## config.mk

```make
export PLATFORM = sky130hd
export DESIGN_NAME = pixel_column_reader
export DESIGN_NICKNAME = d
export VERILOG_FILES = /design/src/rtl/pixel_pkg.sv /design/src/rtl/pixel_byte_sequencer.sv /design/src/rtl/pixel_column_reader.sv
export SDC_FILE = /design/constraint.sdc
export NUM_CORES = 1
export LEC_CHECK = 0
export BUFFER_PORTS_ARGS = -buffer_cell sky130_fd_sc_hd__buf_2
export CORE_ASPECT_RATIO = 2
export CORE_MARGIN = 4
export CORE_UTILIZATION = 45
export CTS_BUF_LIST = sky130_fd_sc_hd__clkbuf_4
export DETAILED_ROUTE_END_ITERATION = 12
export PLACE_DENSITY_LB_ADDON = 0.25
export SKIP_CTS_REPAIR_TIMING = 1
export SYNTH_ARGS = -nofsm -noshare
export SYNTH_HDL_FRONTEND = slang
export SYNTH_SLANG_ARGS = --single-unit
```

## constraint.sdc

```tcl
create_clock -name clock -period 5.34 [get_ports clock]
set_input_delay 1.068 -clock clock [delete_from_list [all_inputs] [get_ports clock]]
set_output_delay 1.068 -clock clock [all_outputs]
set_load 0.02 [all_outputs]
```

## src/rtl/pixel_pkg.sv

```systemverilog
// Pixel and column types shared by the pixel reader, the edge-detection pipeline
// and the file-writer bench.
package pixel_pkg;
  localparam int PipelineHeight  = 5;
  localparam int BYTES_PER_PIXEL = 3;

  typedef struct packed {
    logic [7:0] red;
    logic [7:0] green;
    logic [7:0] blue;
  } Pixel;

  typedef Pixel [0:PipelineHeight-1] PixelArray;
endpackage

```

## src/rtl/pixel_byte_sequencer.sv

```systemverilog
// Tracks the byte phase (R/G/B) and pixel index within a column, and flags
// column completion and resyncs that drop a partial column.
module pixel_byte_sequencer
  import pixel_pkg::*;
#(
  parameter int PIPELINE_HEIGHT = PipelineHeight,
  parameter int IDX_W           = (PIPELINE_HEIGHT > 1) ? $clog2(PIPELINE_HEIGHT) : 1
) (
  input  logic             clock,
  input  logic             reset_n,
  input  logic             accept,
  input  logic             sync,
  output logic [IDX_W-1:0] wr_index,
  output logic [1:0]       wr_phase,
  output logic             column_done,
  output logic             sync_error
);
  logic [1:0]       phase;
  logic [IDX_W-1:0] index;
  logic             at_start;
  logic             last_phase;
  logic             last_index;

  always_comb begin
    at_start    = (phase == 2'd0) && (index == '0);
    last_phase  = (phase == 2'(BYTES_PER_PIXEL - 1));
    last_index  = (index == IDX_W'(PIPELINE_HEIGHT - 1));
    // A sync byte is always the red byte of pixel 0, whatever the counters say.
    wr_index    = sync ? '0 : index;
    wr_phase    = sync ? 2'd0 : phase;
    column_done = accept && !sync && last_phase && last_index;
  end

  always_ff @(posedge clock or negedge reset_n) begin
    if (!reset_n) begin
      phase      <= 2'd0;
      index      <= '0;
      sync_error <= 1'b0;
    end else begin
      sync_error <= accept && sync && !at_start;
      if (accept) begin
        if (sync) begin
          phase <= 2'd1;
          index <= '0;
        end else if (last_phase) begin
          phase <= 2'd0;
          index <= last_index ? '0 : index + 1'b1;
        end else begin
          phase <= phase + 2'd1;
        end
      end
    end
  end
endmodule

```

## src/rtl/pixel_column_reader.sv

```systemverilog
// Assembles raw RGB bytes into PixelArray columns behind a one-column shadow
// buffer and presents them on a valid/ready output register.
module pixel_column_reader
  import pixel_pkg::*;
#(
  parameter int PIPELINE_HEIGHT = PipelineHeight,
  parameter int COUNT_WIDTH     = 16
) (
  input  logic                   clock,
  input  logic                   reset_n,
  input  logic [7:0]             in_byte,
  input  logic                   in_valid,
  input  logic                   in_sync,
  output logic                   in_ready,
  output PixelArray              out_pixels,
  output logic                   out_valid,
  input  logic                   out_ready,
  output logic                   sync_error,
  output logic [COUNT_WIDTH-1:0] column_count
);
  localparam int IDX_W = (PIPELINE_HEIGHT > 1) ? $clog2(PIPELINE_HEIGHT) : 1;

  PixelArray        shadow_p0;
  PixelArray        shadow_next;
  logic             shadow_full;
  logic             accept;
  logic             column_done;
  logic             load;
  logic [IDX_W-1:0] wr_index;
  logic [1:0]       wr_phase;

  assign in_ready = !shadow_full || out_ready || !out_valid;
  assign accept   = in_valid && in_ready;

  pixel_byte_sequencer #(
    .PIPELINE_HEIGHT(PIPELINE_HEIGHT),
    .IDX_W          (IDX_W)
  ) u_sequencer (
    .clock      (clock),
    .reset_n    (reset_n),
    .accept     (accept),
    .sync       (in_sync),
    .wr_index   (wr_index),
    .wr_phase   (wr_phase),
    .column_done(column_done),
    .sync_error (sync_error)
  );

  always_comb begin
    shadow_next = shadow_p0;
    if (accept) begin
      case (wr_phase)
        2'd0:    shadow_next[wr_index].red   = in_byte;
        2'd1:    shadow_next[wr_index].green = in_byte;
        default: shadow_next[wr_index].blue  = in_byte;
      endcase
    end
  end

  // A held full shadow always leaves before the next column can write into it,
  // so a full shadow and a completing column never coincide.
  assign load = (shadow_full || column_done) && (!out_valid || out_ready);

  // Stage p0: shadow column under assembly
  always_ff @(posedge clock) begin
    shadow_p0 <= shadow_next;
  end

  // Stage p1: output register and handshake
  always_ff @(posedge clock or negedge reset_n) begin
    if (!reset_n) begin
      out_pixels   <= '0;
      out_valid    <= 1'b0;
      shadow_full  <= 1'b0;
      column_count <= '0;
    end else begin
      if (load) out_pixels <= shadow_full ? shadow_p0 : shadow_next;
      out_valid   <= load || (out_valid && !out_ready);
      shadow_full <= (shadow_full || column_done) && !load;
      if (out_valid && out_ready) column_count <= column_count + 1'b1;
    end
  end
endmodule

```

After elaboration in Yosys (flattened, before gate mapping)
Cells that the tools add are included.
{ "word_totals": {"regBits": 264, "input_bits": 13, "output_inout_bits": 139} }
{ "op_classes": {"add_sub_neg": 3, "n_lt_le_gt_ge": 2, "n_eq_ne": 3, "muxes": 19, "bitwise": 1, "reduce_logical": 28} }
{ "op_table": {"columns": ["op", "n"], "rows": [
  ["$bwmux 120", 3],
  ["$mux 120", 2],
  ["$pmux 120 s2", 1],
  ["$demux 24 s3", 3],
  ["$mux 24", 1],
  ["$add 16x1->16 const B", 1],
  ["$mux 16", 1],
  ["$logic_and 1x1->1", 12],
  ["$mux 3", 4],
  ["$mux 8", 1],
  ["$logic_not 1->1", 6],
  ["$mux 2", 3],
  ["$logic_or 1x1->1", 5],
  ["$ge 4x4->1 const B", 1],
  ["$logic_not 2->1", 2],
  ["$lt 4x1->1 const B", 1],
  ["$not 3->4", 1],
  ["$add 3x1->3 const B", 1],
  ["$eq 3x3->1 const B", 1],
  ["$logic_not 3->1", 1],
  ["$add 2x1->2 const B", 1],
  ["$eq 2x1->1 const B", 1],
  ["$eq 2x2->1 const B", 1],
  ["$reduce_and 2->1", 1],
  ["$reduce_bool 2->1", 1]
]} }

Longest topological paths before layout
{ "logic_depth": {"ltp_word": 11, "depth_mapped": 9, "ltp_nobuf": 6} }

By module
A second synthesis with hierarchy kept.
{ "hier_totals": {"hier_cells": 981, "area_unflattened_um2": 10924.2} }
{ "by_module_without_submodules": {"columns": ["module", "instances", "cells_per_inst", "area_each_um2", "seq_area_each_um2"], "rows": [
  ["pixel_column_reader", 1, 944, 10566.4, 5855.6],
  ["pixel_byte_sequencer", 1, 37, 357.8, 150.1]
]} }

Worst setup path before layout
OpenSTA, ideal clock, no wires.
{ "synth_timing": {"path_kind": "input port to flip-flop", "start": "in out_ready", "end": "reg shadow_p0[24] in the netlist's numbering", "setup_time_ns": 0.121, "t_arrival_ns": 2.560, "t_required_ns": 5.219, "setup_slack_ns": 2.660, "path_stages": 6, "path_buffers": 2, "cell_sequence": "nand3b_1 > clkbuf_1 > nand4b_1 > nor2b_1 > clkbuf_1 > mux2_2"} }
{ "synth_rtl": {"columns": ["item", "line", "text"], "rows": [
  ["from (decl)", "pixel_column_reader.sv:17", "input logic out_ready,"],
  ["to (signal assigned)", "pixel_column_reader.sv:66", "shadow_p0 <= shadow_next;"],
  ["to (decl)", "pixel_column_reader.sv:23", "PixelArray shadow_p0;"]
]} }

Worst setup path after layout
{ "layout_timing": {"start": "reg out_valid", "end": "out in_ready"} }
{ "layout_via": {"elab_chain_len": 2} }
{ "layout_lines": {"columns": ["item", "line", "text"], "rows": [
  ["from (decl)", "pixel_column_reader.sv:16", "output logic out_valid,"],
  ["from (signal assigned)", "pixel_column_reader.sv:78", "out_valid <= load || (out_valid && !out_ready);"],
  ["$logic_not 1->1", "pixel_column_reader.sv:32", "assign in_ready = !shadow_full || out_ready || !out_valid;"],
  ["$logic_or 1x1->1", "pixel_column_reader.sv:32", null],
  ["to (decl)", "pixel_column_reader.sv:14", "output logic in_ready,"]
]} }
No other way between the ends.

==> metrics.md <==
| Metric | Value |
|---|---|
| Syn. warnings | 0 |
| Wire per inst | about 18 um |
| Layout cells sized above 1 | 0.6239 |
| Via count | 6,803 |
| Die area | 0.02738 sq mm |
| Area Overhead vs Synth | 16.48% |
| Post-synth top cells | mux2_2, dfrtp_1, dfxtp_1 |
| Syn Nets | 811 |
| Dpl hpwl | 16.17 mm |
| Setup TNS | 0 ns |
| Worst r2r path cells | 4 |
| Max Freq | 0.3381 GHz |
| Async SR Flop Fraction | 0.5455 |
| Post-synth top flop | dfrtp_1 |
| Sequential cell area | roughly 0.006 sq mm |
| Clk buf depth | 3 |
| Nets@finish | 976 |
| Core Area | 0.02442 sq mm |
| Worst r2r dst | out_pixels[96] |
| Final slew viol count | 0 |
| # DRC | 0 |
| H-tree depth | 2 |
| Share of the core filled with cells | 0.5291 |
| Post-synth top area cell | mux2_2 |
| Starting Density | 0.4542 |
| Initial antenna violation count | 1 |
| Post-Place Cells | 1,229 |
| Die X | 119.0 um |
| WP data arrival | 1.89 ns |
| Post-route antenna net violation count | 0 |
| Peak supply drop | 0.1798 mV |
| Vias in the first global route | 7,187 |
| Total GRT Usage | 0.1839 |
| Fin cells | 1,346 |
| Power density over cell area | ~320 mW/mm^2 |
| RSZ-0062 raised after global routing | false |
| Clock-pin slew on the worst setup and hold paths | 0.07 ns |
| Reg2reg setup slack | 2.49 ns |
| Register bit count reported by yosys | 264 |
| Setup violators final | 0 |
| Cell variety after synth | 40 |
| Place WS | ~1.5 ns |
| Min Tclk post-route | 2.958 ns |
| Multi-input logic area | 0.004842 sq mm |
| DR iter-0 viols | 178 |
| Mapped Area | 0.01109 sq mm |
| Total CTS buffers | between 60 and 70 |
| Post-route clock period utilization | 0.5539 |
| Clk sinks | roughly 260 |
| Fillers | ~2,200 |
| Die H | 230.1 um |
| Register area share after synthesis | 0.5413 |
| DRT Pass-1 Iters | 4 |
| CP startpoint kind | flop |
| Syn Area/Cell | 13.96 sq um |
| Root Driver | clkbuf_4 |
| Clk Latency, worst-skew pair | a little over 0.7 ns |
| Post-DR vias/cell | 5.054 |
| Setup CP Type | flop to output pin |
| Critical-path maximum fanout | 11 |
| Most numerous cell in the Yosys netlist | mux2_2 |
| Synth top area share | 0.3664 |
| Total grt overflow | 0 |
| Outcome | finished clean |
| Gpl congestion | 0.7447 |
| Slew margin rel. | 0.2099 |
| Clk_skew | around 0.038 ns |
| Worst reg2reg path startpoint | u_sequencer.phase[1] |
| HP Class | primary input to async pin |
| Overall Power | just over 4000 uW |
| CTS tree | built |
| Worst Setup End Kind | output pin |
| Tightest Pin Transition | 1.169 ns |
| Top cells by area, synth | mux2_2, dfrtp_1, dfxtp_1 |
| I/O pins | 152 |
| Final hold vios | 0 |
| Final worst slack | 2.382 ns |
| IO Port Bufs | roughly 150 |
| Row cnt | 81 |
| Max cap viols | 0 |
| Leak | 0.006569 uW |
| CP required | 4.27 ns |
| EDFF count, synth | 0 |
| Pin count of the biggest net entering global routing | 91 |
| First-pass GRT wire length | between 30 and 40 mm |
| Cells after Synth | about 800 |
| Post-Route WL | between 20 and 25 mm |
flip-flops by register name, summed over array words and instances, names as in the netlist:
register and cells:
column_count 16, shadow_full 1, u_sequencer.index 3, out_valid 1
u_sequencer.phase 2, out_pixels 120, u_sequencer.sync_error 1, shadow_p0 120
where the power goes:
| part | total [uW] | internal [uW] | switching, uW | leakage (uW) |
|---|---|---|---|---|
| clock network | 1650 | 867 | 780 | 0.000495 |
| registers | 2140 | 2090 | 49.1 | 0.00298 |
| logic | 302 | 168 | 133 | 0.00310 |
final cells by class:
cell class | count | share of cell area
tap | 332 | 0.03215
multi-input combinational | 471 | 0.3747
clock buffer | 96 | 0.05577
inverter | 7 | 0.002033
timing repair buffer | 155 | 0.06226
sequential | 264 | 0.4648
clock inverter | 20 | 0.008133
antenna | 1 | 0.0001936
kinds of logic after synthesis:
| group | share of synthesized area |
|---|---|
| mux | 0.3664 |
| flops | 0.5413 |
| compound gates | 0.009247 |
| fa+ha+maj | 0.003384 |
| simple gates | 0.04455 |
| xor+xnor | 0.01184 |
| buf+inv | 0.02323 |
worst max-delay path by stage:
| stage | depth (start not counted) | slack, ns | to | from |
|---|---|---|---|---|
| finish | 2 | 2.38 | in_ready | out_valid |
| global route | 4 | 2.22 | out_pixels[46] | u_sequencer.index[0] |
| CTS | 2 | 2.31 | in_ready | out_valid |
| detailed placement | 5 | 1.54 | out_pixels[101] | in_sync |
| global placement | 5 | 1.60 | out_pixels[101] | in_sync |
| floorplan | 6 | 2.66 | shadow_p0[24] | out_ready |
through the flow:
step                hold slack [ns]  cell area [sq um]
floorplan                    0.4508              11090
global placement             0.4544              12090
detailed placement           0.4610              12090
CTS                          0.2748              12920
global route                 0.3158              12920
finish                       0.3244              12920
critical path: stages (launching register included):
cell	delay, ns
dfrtp_1	0.53
nand3b_1	0.35
buf_2	0.30
layout by cell type (no fill, tap or decap), drive strengths merged, types with 8 or more instances in the layout:
| cell | count |
|---|---|
| nor2 | 9 |
| dfxtp | 120 |
| clkbuf | 96 |
| inv | 8 |
| clkinv | 18 |
| buf | 155 |
| nand3 | 14 |
| mux2 | 361 |
| dfrtp | 144 |
| xnor2 | 10 |
| nand2 | 23 |
routing by layer:
| layer | up-vias | part of all wire | wire [um] | GRT usage |
|---|---|---|---|---|
| li1 | 3199 | - | - | - |
| met1 | 3429 | 0.37 | 9164 | 0.1976 |
| met2 | 136 | 0.57 | 14000 | 0.3480 |
| met3 | 39 | 0.040 | 983 | 0.03889 |
| met4 | 0 | 0.022 | 554 | 0.06710 |
| met5 | - | 0 | 0 | 0 |
Note: power is estimated with default switching activity, not from simulation.
